## src/rtl/uart_pkg.sv

```systemverilog
// rtl/uart_pkg.sv - shared encodings and helpers for the extended UART transmitter
package uart_pkg;

    typedef enum logic [2:0] {
        ST_IDLE,
        ST_START,
        ST_DATA,
        ST_PARITY,
        ST_STOP
    } state_t;

    localparam logic [2:0] PAR_NONE  = 3'b000;
    localparam logic [2:0] PAR_EVEN  = 3'b001;
    localparam logic [2:0] PAR_ODD   = 3'b010;
    localparam logic [2:0] PAR_MARK  = 3'b011;
    localparam logic [2:0] PAR_SPACE = 3'b100;

    localparam logic [1:0] STOP_0P5 = 2'b00;
    localparam logic [1:0] STOP_1   = 2'b01;
    localparam logic [1:0] STOP_1P5 = 2'b10;
    localparam logic [1:0] STOP_2   = 2'b11;

    // data_bits 00..11 maps to 5..8 payload bits; stored as index of the last bit
    localparam logic [2:0] DATA_LAST_BASE = 3'd4;

    function automatic logic [2:0] data_last(input logic [1:0] db);
        return DATA_LAST_BASE + {1'b0, db};
    endfunction

    function automatic logic parity_enabled(input logic [2:0] mode);
        return (mode == PAR_EVEN) || (mode == PAR_ODD) ||
               (mode == PAR_MARK) || (mode == PAR_SPACE);
    endfunction

    function automatic logic parity_bit(input logic [7:0] word, input logic [2:0] last,
                                        input logic [2:0] mode);
        logic x;
        x = 1'b0;
        for (int i = 0; i < 8; i++) begin
            if (i <= int'(last)) x = x ^ word[i];
        end
        case (mode)
            PAR_EVEN: return x;
            PAR_ODD:  return ~x;
            PAR_MARK: return 1'b1;
            default:  return 1'b0;
        endcase
    endfunction

endpackage

```

## src/rtl/uart_fifo.sv

```systemverilog
// rtl/uart_fifo.sv - synchronous FIFO with occupancy level, pushes dropped when full
module uart_fifo #(
    parameter int WIDTH = 8,
    parameter int DEPTH = 8
) (
    input  logic                     clk,
    input  logic                     rst_n,
    input  logic                     push,
    input  logic [WIDTH-1:0]         wdata,
    input  logic                     pop,
    output logic [WIDTH-1:0]         rdata,
    output logic [$clog2(DEPTH):0]   level,
    output logic                     full
);
    localparam int AW = $clog2(DEPTH);
    localparam int LW = AW + 1;

    logic [WIDTH-1:0] mem [DEPTH];
    logic [AW-1:0]    wr_ptr;
    logic [AW-1:0]    rd_ptr;
    logic             do_push;
    logic             do_pop;

    assign full    = (level == LW'(DEPTH));
    // a full buffer refuses the write even when a pop frees a slot on the same edge
    assign do_push = push && !full;
    assign do_pop  = pop && (level != '0);
    assign rdata   = mem[rd_ptr];

    always_ff @(posedge clk) begin
        if (do_push) mem[wr_ptr] <= wdata;
    end

    always_ff @(posedge clk or negedge rst_n) begin
        if (!rst_n) begin
            wr_ptr <= '0;
            rd_ptr <= '0;
            level  <= '0;
        end else begin
            if (do_push) wr_ptr <= wr_ptr + AW'(1);
            if (do_pop)  rd_ptr <= rd_ptr + AW'(1);
            if (do_push && !do_pop)      level <= level + LW'(1);
            else if (do_pop && !do_push) level <= level - LW'(1);
        end
    end

endmodule

```

## src/rtl/uart_tx_ext.sv

```systemverilog
// rtl/uart_tx_ext.sv - buffered UART transmitter with per-frame latched format
module uart_tx_ext import uart_pkg::*; #(
    parameter int FIFO_DEPTH = 8,
    parameter int CTR_W      = 16
) (
    input  logic                          clk,
    input  logic                          rst_n,
    input  logic [CTR_W-1:0]              bit_duration,
    input  logic [1:0]                    data_bits,
    input  logic [2:0]                    parity_mode,
    input  logic [1:0]                    stopbits,
    input  logic                          tx_en,
    input  logic                          s_valid,
    input  logic [7:0]                    s_data,
    output logic                          s_ready,
    output logic                          tx,
    output logic                          tx_done,
    output logic                          busy,
    output logic [$clog2(FIFO_DEPTH):0]   fifo_level
);
    state_t           state_q, state_d;
    logic [CTR_W-1:0] cnt_q, cnt_d, bd_q, bd_d;
    logic [2:0]       idx_q, idx_d, last_q, last_d, par_q, par_d;
    logic [1:0]       sb_q, sb_d;
    logic [7:0]       word_q, word_d, head;
    logic             tx_q, tx_d;
    logic             launch, enter_stop, can_start, fifo_full;

    uart_fifo #(.WIDTH(8), .DEPTH(FIFO_DEPTH)) u_fifo (
        .clk   (clk),
        .rst_n (rst_n),
        .push  (s_valid),
        .wdata (s_data),
        .pop   (launch),
        .rdata (head),
        .level (fifo_level),
        .full  (fifo_full)
    );

    assign s_ready = !fifo_full;
    assign tx      = tx_q;
    assign busy    = (state_q != ST_IDLE);

    always_comb begin
        state_d    = state_q;
        cnt_d      = cnt_q;
        idx_d      = idx_q;
        tx_d       = tx_q;
        word_d     = word_q;
        bd_d       = bd_q;
        last_d     = last_q;
        par_d      = par_q;
        sb_d       = sb_q;
        launch     = 1'b0;
        enter_stop = 1'b0;
        tx_done    = 1'b0;
        can_start  = tx_en && (fifo_level != '0);

        case (state_q)
            ST_IDLE: begin
                tx_d   = 1'b1;
                launch = can_start;
            end
            ST_START: begin
                if (cnt_q == '0) begin
                    state_d = ST_DATA;
                    cnt_d   = bd_q;
                    idx_d   = 3'd0;
                    tx_d    = word_q[0];
                end else begin
                    cnt_d = cnt_q - CTR_W'(1);
                end
            end
            ST_DATA: begin
                if (cnt_q == '0) begin
                    cnt_d = bd_q;
                    if (idx_q == last_q) begin
                        if (parity_enabled(par_q)) begin
                            state_d = ST_PARITY;
                            tx_d    = parity_bit(word_q, last_q, par_q);
                        end else begin
                            enter_stop = 1'b1;
                        end
                    end else begin
                        idx_d = idx_q + 3'd1;
                        tx_d  = word_q[idx_q + 3'd1];
                    end
                end else begin
                    cnt_d = cnt_q - CTR_W'(1);
                end
            end
            ST_PARITY: begin
                if (cnt_q == '0) enter_stop = 1'b1;
                else             cnt_d = cnt_q - CTR_W'(1);
            end
            ST_STOP: begin
                // idx counts remaining stop phases; the second phase is half or full
                if (cnt_q != '0) begin
                    cnt_d = cnt_q - CTR_W'(1);
                end else if (idx_q != 3'd0) begin
                    idx_d = 3'd0;
                    cnt_d = (sb_q == STOP_1P5) ? (bd_q >> 1) : bd_q;
                end else begin
                    tx_done = 1'b1;
                    state_d = ST_IDLE;
                    launch  = can_start;
                end
            end
            default: state_d = ST_IDLE;
        endcase

        if (enter_stop) begin
            state_d = ST_STOP;
            tx_d    = 1'b1;
            cnt_d   = (sb_q == STOP_0P5) ? (bd_q >> 1) : bd_q;
            idx_d   = {2'b00, sb_q[1]};
        end

        if (launch) begin
            state_d = ST_START;
            tx_d    = 1'b0;
            cnt_d   = bit_duration;
            word_d  = head;
            bd_d    = bit_duration;
            last_d  = data_last(data_bits);
            par_d   = parity_mode;
            sb_d    = stopbits;
        end
    end

    always_ff @(posedge clk or negedge rst_n) begin
        if (!rst_n) begin
            state_q <= ST_IDLE;
            cnt_q   <= '0;
            idx_q   <= '0;
            tx_q    <= 1'b1;
            word_q  <= '0;
            bd_q    <= '0;
            last_q  <= '0;
            par_q   <= PAR_NONE;
            sb_q    <= STOP_1;
        end else begin
            state_q <= state_d;
            cnt_q   <= cnt_d;
            idx_q   <= idx_d;
            tx_q    <= tx_d;
            word_q  <= word_d;
            bd_q    <= bd_d;
            last_q  <= last_d;
            par_q   <= par_d;
            sb_q    <= sb_d;
        end
    end

endmodule

```

## config.mk

```make
export PLATFORM = sky130hd
export DESIGN_NAME = uart_tx_ext
export DESIGN_NICKNAME = d
export VERILOG_FILES = /design/src/rtl/uart_pkg.sv /design/src/rtl/uart_fifo.sv /design/src/rtl/uart_tx_ext.sv
export SDC_FILE = /design/constraint.sdc
export NUM_CORES = 1
export LEC_CHECK = 0
export ABC_AREA = 1
export ABC_CLOCK_PERIOD_IN_PS = 4100
export CORE_ASPECT_RATIO = 1.5
export CORE_UTILIZATION = 30
export CTS_CLUSTER_SIZE = 14
export DETAILED_ROUTE_END_ITERATION = 10
export PLACE_DENSITY = 0.49
export SYNTH_ARGS = -nofsm -noshare
export SYNTH_HDL_FRONTEND = slang
export SYNTH_HIERARCHICAL = 1
export SYNTH_SLANG_ARGS = --single-unit
export TNS_END_PERCENT = 1
```

## constraint.sdc

```tcl
create_clock -name clk -period 4.1 [get_ports clk]
set_clock_uncertainty 0.15 [all_clocks]
set_input_delay 0.615 -clock clk [delete_from_list [all_inputs] [get_ports clk]]
set_output_delay 0.615 -clock clk [all_outputs]
set_load 0.05 [all_outputs]
```

After elaboration in Yosys (flattened, before gate mapping)
Memory sizes are Yosys's and may differ from the RTL's. A register that Yosys moved wholly into a read port is not among the register bits. Cells that the tools add are included.

Output and inout bits: 8. Input port bits: 35. Memories kept: 1. Bits in registers: 57. Memory bits (writable): 64. Word-level logic and storage cells: 179.

Memory list: u_fifo.mem (words 8, width 8, rd ports 1, clocked after memory_dff 1, wr ports 1, line uart_fifo.sv:18) `logic [WIDTH-1:0] mem [DEPTH];`.

Reductions and logical operators: 29. $add $sub $neg: 7. Bitwise operators: 8. Multiplexer cells: 89. $lt $le $gt $ge: 8. Equality and inequality tests: 26.

Operators by type and width (count): $mux 16 (8); $mux 1 (57); $pmux 16 s3 (1); $mux 3 (14); $ne 4x3->1 const B (7); $logic_not 16->1 (1); $reduce_bool 16->1 (1); $sub 16x1->16 const B (1); $ne 3x3->1 const B (5); $eq 3x2->1 const B (4); $le 3x3->1 const A (4); $pmux 3 s4 (1); $ne 5x4->1 const B (2); $reduce_bool 5->1 (2); $add 3x1->3 const B (3); $pmux 3 s3 (1); $mux 4 (2); $reduce_bool 4->1 (2); $reduce_and 7->1 (1); $xor 1x1->1 (7); $eq 3x1->1 const B (2); $eq 3x3->1 const B (2); $le 2x3->1 const A (2); $pmux 1 s3 (2); other kinds (23) (35).

Logic depth before layout (Yosys ltp)
Depth in word-level cells: 58. Mapped depth: 21. Depth with buffers taken out: 18.

By module
The synthesis kept the hierarchy.

By module, submodules not included: uart_tx_ext (sequential area each 1378.8 um^2, area an instance 3816.2 um^2, cells an instance 556, times used 1); uart_fifo (sequential area each 2172.1 um^2, area an instance 3385.7 um^2, cells an instance 355, times used 1).

Least setup slack after synthesis
No wires, ideal clock.

Path type: reg2reg. Start: register idx_q[0]. End: register u_fifo.level[3]. Cell stages (with the launch flop): 21. Path buffers: 3. Library setup time: 118 ps. Setup slack: 763 ps. Data required time: 3832 ps. Arrival time: 3069 ps. Period minus slack after synthesis: 3337 ps. Path through: dfrtp_1 -> buf_2 -> inv_1 -> ha_1 -> inv_1 -> nor2_1 -> inv_1 -> nor2_1 -> nand4_1 -> nand2_2 -> clkbuf_1 -> buf_2 -> nand2_1 -> ha_1 -> inv_1 -> ha_1 -> or2_2 -> nand2_1 -> nand2_1 -> nand3_1 -> nand2_1.

Cells in the longest elaborated chain, start to end: 8. Elaborated cells on any way between the ends: 10. Those cells by class: mux: 4; reduce/logical: 6.

Ends and longest elaborated chain: start: declaration (line uart_tx_ext.sv:23) `logic [2:0] idx_q, idx_d, last_q, last_d, par_q, par_d;`; start signal: assignment (line uart_tx_ext.sv:145) `idx_q <= idx_d;`; $reduce_bool 3->1 * (line uart_tx_ext.sv:100) `end else if (idx_q != 3'd0) begin`; $mux 1 * (line uart_tx_ext.sv:100); $mux 1 * (line uart_tx_ext.sv:98) `if (cnt_q != '0) begin`; $pmux 1 s2 * (line uart_tx_ext.sv:59) `case (state_q)`; via launch (line uart_tx_ext.sv:27) `logic launch, enter_stop, can_start, fifo_full;`; $logic_and 1x1->1 * (line uart_fifo.sv:27) `assign do_pop = pop && (level != '0);`; $logic_not 1->1 (line uart_fifo.sv:42) `if (do_push && !do_pop) level <= level + LW'(1);`; $logic_and 1x1->1 (line uart_fifo.sv:42); $mux 4 / $reduce_bool 2->1 (equally long branches); end signal: assignment (line uart_fifo.sv:42); end signal: assignment (line uart_fifo.sv:43) `else if (do_pop && !do_push) level <= level - LW'(1);`; end: declaration (line uart_fifo.sv:12) `output logic [$clog2(DEPTH):0] level,`.

Mark *: on every way through the listed nets, which the timed path passes. The rest lies on a longest branch. A chain may end at the register's enable or synchronous reset.

Worst setup path in the final report
Start: register cnt_q[0]. End: output tx_done.

Cells in the longest elaborated chain, start to end: 3.

Ends and longest elaborated chain: start: declaration (line uart_tx_ext.sv:22) `logic [CTR_W-1:0] cnt_q, cnt_d, bd_q, bd_d;`; start signal: assignment (line uart_tx_ext.sv:144) `cnt_q <= cnt_d;`; $reduce_bool 16->1 (line uart_tx_ext.sv:98); $mux 1 (line uart_tx_ext.sv:98); $mux 1 (line uart_tx_ext.sv:59); end: declaration (line uart_tx_ext.sv:17) `output logic tx_done,`.

No other way between the ends.

==> impl.org <==
** Run status
- Status :: finished, final reports clean

** Detailed routing
- Wire segments on met2 add up to 9670 um in the final route.
- In this run, the number of DRC markers left after iteration 0 of detailed routing was 340.
- Average vias per placed instance :: 4.46
- Number of nets still failing antenna checks after routing :: 0
- The first detailed-routing pass took 5 iterations.
- Routed metal-1 wirelength :: 7560 um
- After detailed routing, the total wire length is 18100 um.
- Count of unresolved DRC violations after routing :: 0
- Wire segments on met3 add up to 570 um in the final route.
- Total number of vias :: 5737
- In the final routed layout, each cell accounts on average for 14.1 um.
- Top sig layer :: met4

** Power and ir drop
- Dividing total power by cell area gives a power density of 430 nW/um2.
- Leakage power figure :: 3.75 nW
- VDD sags by at most 296 uV.
- Total power of the final layout :: 3.67 mW

** Timing
- For the finished layout, the period the worst path requires is 3560 ps.
- Final setup violation count :: 0
- Crit path setup slack, layout :: 538 ps
- Period utilization :: 86.9%
- Slew of the pin with the lowest slew margin :: 1090 ps
- Final setup TNS :: 0 ps
- Timing would allow up to 281 MHz.
- Unrepaired setup endpoints after global routing :: no
- Final Hold Fails :: 0
- Worst slew margin relative to its limit :: 27.2%
- The total count of max-transition violations in the final report is 0.

** Setup path
- The worst setup path is captured at a primary output.
- Worst path cell trace :: inv_1 > ha_1 > nand2_2 > nor2_4 > nand3_2 > nor2_4 > nand2_2 > nor3_1 > clkdlybuf4s50_1
- Among all stages on the critical path, the largest delay is contributed by sky130_fd_sc_hd__clkdlybuf4s50_1.
- Largest fanout of any net on the critical path :: 7
- Data on the critical path is required at its endpoint by 3340 ps.
- The worst setup path is launched from a flop.
- Broken down by cell family, the worst path's largest delay share belongs to buffers and inverters.
- Data arrival time of the worst path :: 2800 ps
- CP peak stage delay :: 840 ps
- Worst path buffer plus inverter count :: 2
- Type of the worst setup path :: flop to primary output

** Finish
- Synthesis-to-finish area growth :: 18.4%
- Antenna diodes :: 0
- Cells with a size suffix above 1 make up 9.30% of the layout.
- Post-layout instance area :: 8530 um2
- The net count of the finished layout is 999.
- Most used cells in the layout excluding fill and tap cells :: sky130_fd_sc_hd__nand2_1 (287), sky130_fd_sc_hd__inv_1 (110), sky130_fd_sc_hd__nor2_1 (109)
- # fillers :: 2519
- Number of cells in the finished layout apart from fillers :: 1287
- The library cell used most frequently in the layout, excluding fill and tap cells, is sky130_fd_sc_hd__nand2_1.

** Clock tree
- Clock Sink Count :: 129
- No sink is reached through more buffers than the 2 on the longest clock path.
- The later pin in the worst-skew pair is clocked with a latency of 430 ps.
- H-Tree Depth :: 4
- Clock tree from TritonCTS :: done
- After clock tree synthesis, the clock-pin slew on the worst setup and hold paths is 60 ps.
- In this run, post-CTS repair resized a total of 0 instances.
- The cell sitting at the root of the clock tree is a sky130_fd_sc_hd__clkbuf_16.
- Once the clock tree was built, the setup fixing pass inserted 0 buffers.
- Number of hold-repair buffers added at the cts stage :: 0
- Clock buffer count from CTS :: 17

** Placement
- Placer's final routability congestion estimate :: 0.816
- Buffers added on ports :: 42
- Timing analysis after detailed placement gives a worst setup slack of 961 ps.
- In this run the cell area measured after placement is 7930 um2.
- Detailed placement HPWL :: 12100 um
- In this run, placement finished with an instance count of 1255.

** Flow run
- Max-cap violations in this run came to 0.

** Die
- In this run the count of I/O pins placed on the die edge is 43.
- Die footprint :: 24600 um2
- In this run the horizontal extent of the chip is 129 um.
- Standard-cell rows :: 69
- Once the floorplan was initialized, standard cells occupied 30.4% of the core.
- Core area :: 23700 um2
- Die height :: 192 um

** Yosys
- Syn avg cell area :: 7.91 um2
- Synthesis handed over a netlist of 911 instances.
- Count of cell types in the netlist :: 41
- The number of nets handed over by synthesis was 955.
- Of all cell types, the one taking the most synthesized area is sky130_fd_sc_hd__edfxtp_1.
- Sequential cells were found to cover 49.3% of the synthesized design area.
- Synth area leaders :: sky130_fd_sc_hd__edfxtp_1 (27%), sky130_fd_sc_hd__dfrtp_1 (22%), sky130_fd_sc_hd__nand2_1 (15%)
- In this run the biggest area consumer among cell types represents 26.7% of the synthesized area.
- After synthesis the netlist holds a flip-flop and latch count of 129.
- Total number of yosys warnings :: 6
- Post-Syn Area :: 7200 um2

** GRT
- Via count of the first global-routing pass :: 5598
- Largest net degree at the start of global routing :: 67
- Global routing finished with a remaining overflow of 0.
- Global routing usage summed across all routing layers :: 15.9%
- The first global-routing pass estimated 29700 um of wire.
- The initial antenna violation count was 0.

** Min path
- The tightest min-delay check is of the input port to asynchronous set/reset pin type.
==> sequential cells by signal, summed over array words and instances (netlist names) <==
signal,flops
u_fifo/mem,64
bd_q,16
cnt_q,16
word_q,8
u_fifo/level,4
idx_q,3
last_q,3
par_q,3
state_q,3
u_fifo/rd_ptr,3
u_fifo/wr_ptr,3
sb_q,2
tx,1
==> cells in the mapped netlist, drive strengths merged <==
library cell  number
a21oi              9
a31oi              4
and2               1
buf               19
clkbuf            11
clkinv             1
dfrtp             63
dfstp              2
edfxtp            64
fa                 1
ha                 8
inv              123
nand2            293
nand3             27
nand3b             1
nand4              7
nor2             116
nor3              15
nor4               1
o211ai             5
o21ai             87
o221ai             1
o22ai             23
o311ai             1
o32ai              1
or2                6
xnor2             10
xor2              11
==> where the power goes <==
group	switching (mW)	internal, mW
Clock	0.641	0.914
Sequential	0.0783	1.49
Combinational	0.348	0.197
Total	1.07	2.60
==> per-layer routing <==
layer  GRT usage (%)  up-vias
met1            17.6     2630
met4            6.24        0
met5               0        -
met3            2.98       24
li1                -     2999
met2            29.8       84
==> path summary, 6_finish.rpt <==
check	from	end	slack [ps]	cells past startpoint
hold / removal	rst_n	cnt_q[1]$_DFFE_PN0P_	170	1
max in group asynchronous	rst_n	u_fifo/rd_ptr[0]$_DFFE_PN0P_	3000	1
min in group clk	sb_q[0]$_DFFE_PN1P_	sb_q[0]$_DFFE_PN1P_	330	2
hold reg to reg	sb_q[0]$_DFFE_PN1P_	sb_q[0]$_DFFE_PN1P_	330	2
setup / recovery	cnt_q[0]$_DFFE_PN0P_	tx_done	540	9
setup reg to reg	idx_q[0]$_DFFE_PN0P_	u_fifo/level[3]$_DFFE_PN0P_	1040	17
==> worst register-to-register path, stage by stage (launching register included) <==
cell and delay (ps):
sky130_fd_sc_hd__dfrtp_1 480, sky130_fd_sc_hd__inv_1 200, sky130_fd_sc_hd__ha_1 170, sky130_fd_sc_hd__inv_1 40
sky130_fd_sc_hd__nor2_1 130, sky130_fd_sc_hd__inv_1 100, sky130_fd_sc_hd__nor2_1 110, sky130_fd_sc_hd__nand4_1 110
sky130_fd_sc_hd__nand2_2 120, sky130_fd_sc_hd__nand2_1 140, sky130_fd_sc_hd__ha_1 240, sky130_fd_sc_hd__inv_1 140
sky130_fd_sc_hd__ha_1 270, sky130_fd_sc_hd__or2_2 310, sky130_fd_sc_hd__nand2_1 80, sky130_fd_sc_hd__nand2_1 50
sky130_fd_sc_hd__nand3_1 60, sky130_fd_sc_hd__nand2_1 50
==> cells by family (layout without fill, tap and decap cells) <==
family                     after synthesis  count (layout)  synth area share (%)
buffers and inverters                  154             211                  9.10
adders and majority gates                9               9                  1.67
and+or+nand+nor                        467             467                  26.9
xor gates and xnor gates                21              21                  2.55
AOI/OAI and AO/OA                      131             131                  10.4
DFF                                    129             129                  49.3
==> per-stage QoR <==
stage / hold WS [ps] / util (%)
finish: 173 / 36.1
global route: 245 / 36.1
CTS: 206 / 36.1
detailed placement: 322 / 33.5
global placement: 311 / 33.5
floorplan: 169 / -
==> cell type report <==
type,count,area (um2),share of cell area [%]
well taps,319,399,4.68
clock inverters,15,170,2.00
clock buffers,17,425,4.99
repair buffers,55,515,6.04
multi-input cells,628,3000,35.1
inverters,124,470,5.52
flip-flops and latches,129,3550,41.7
Power figures use the tool's default switching activity.
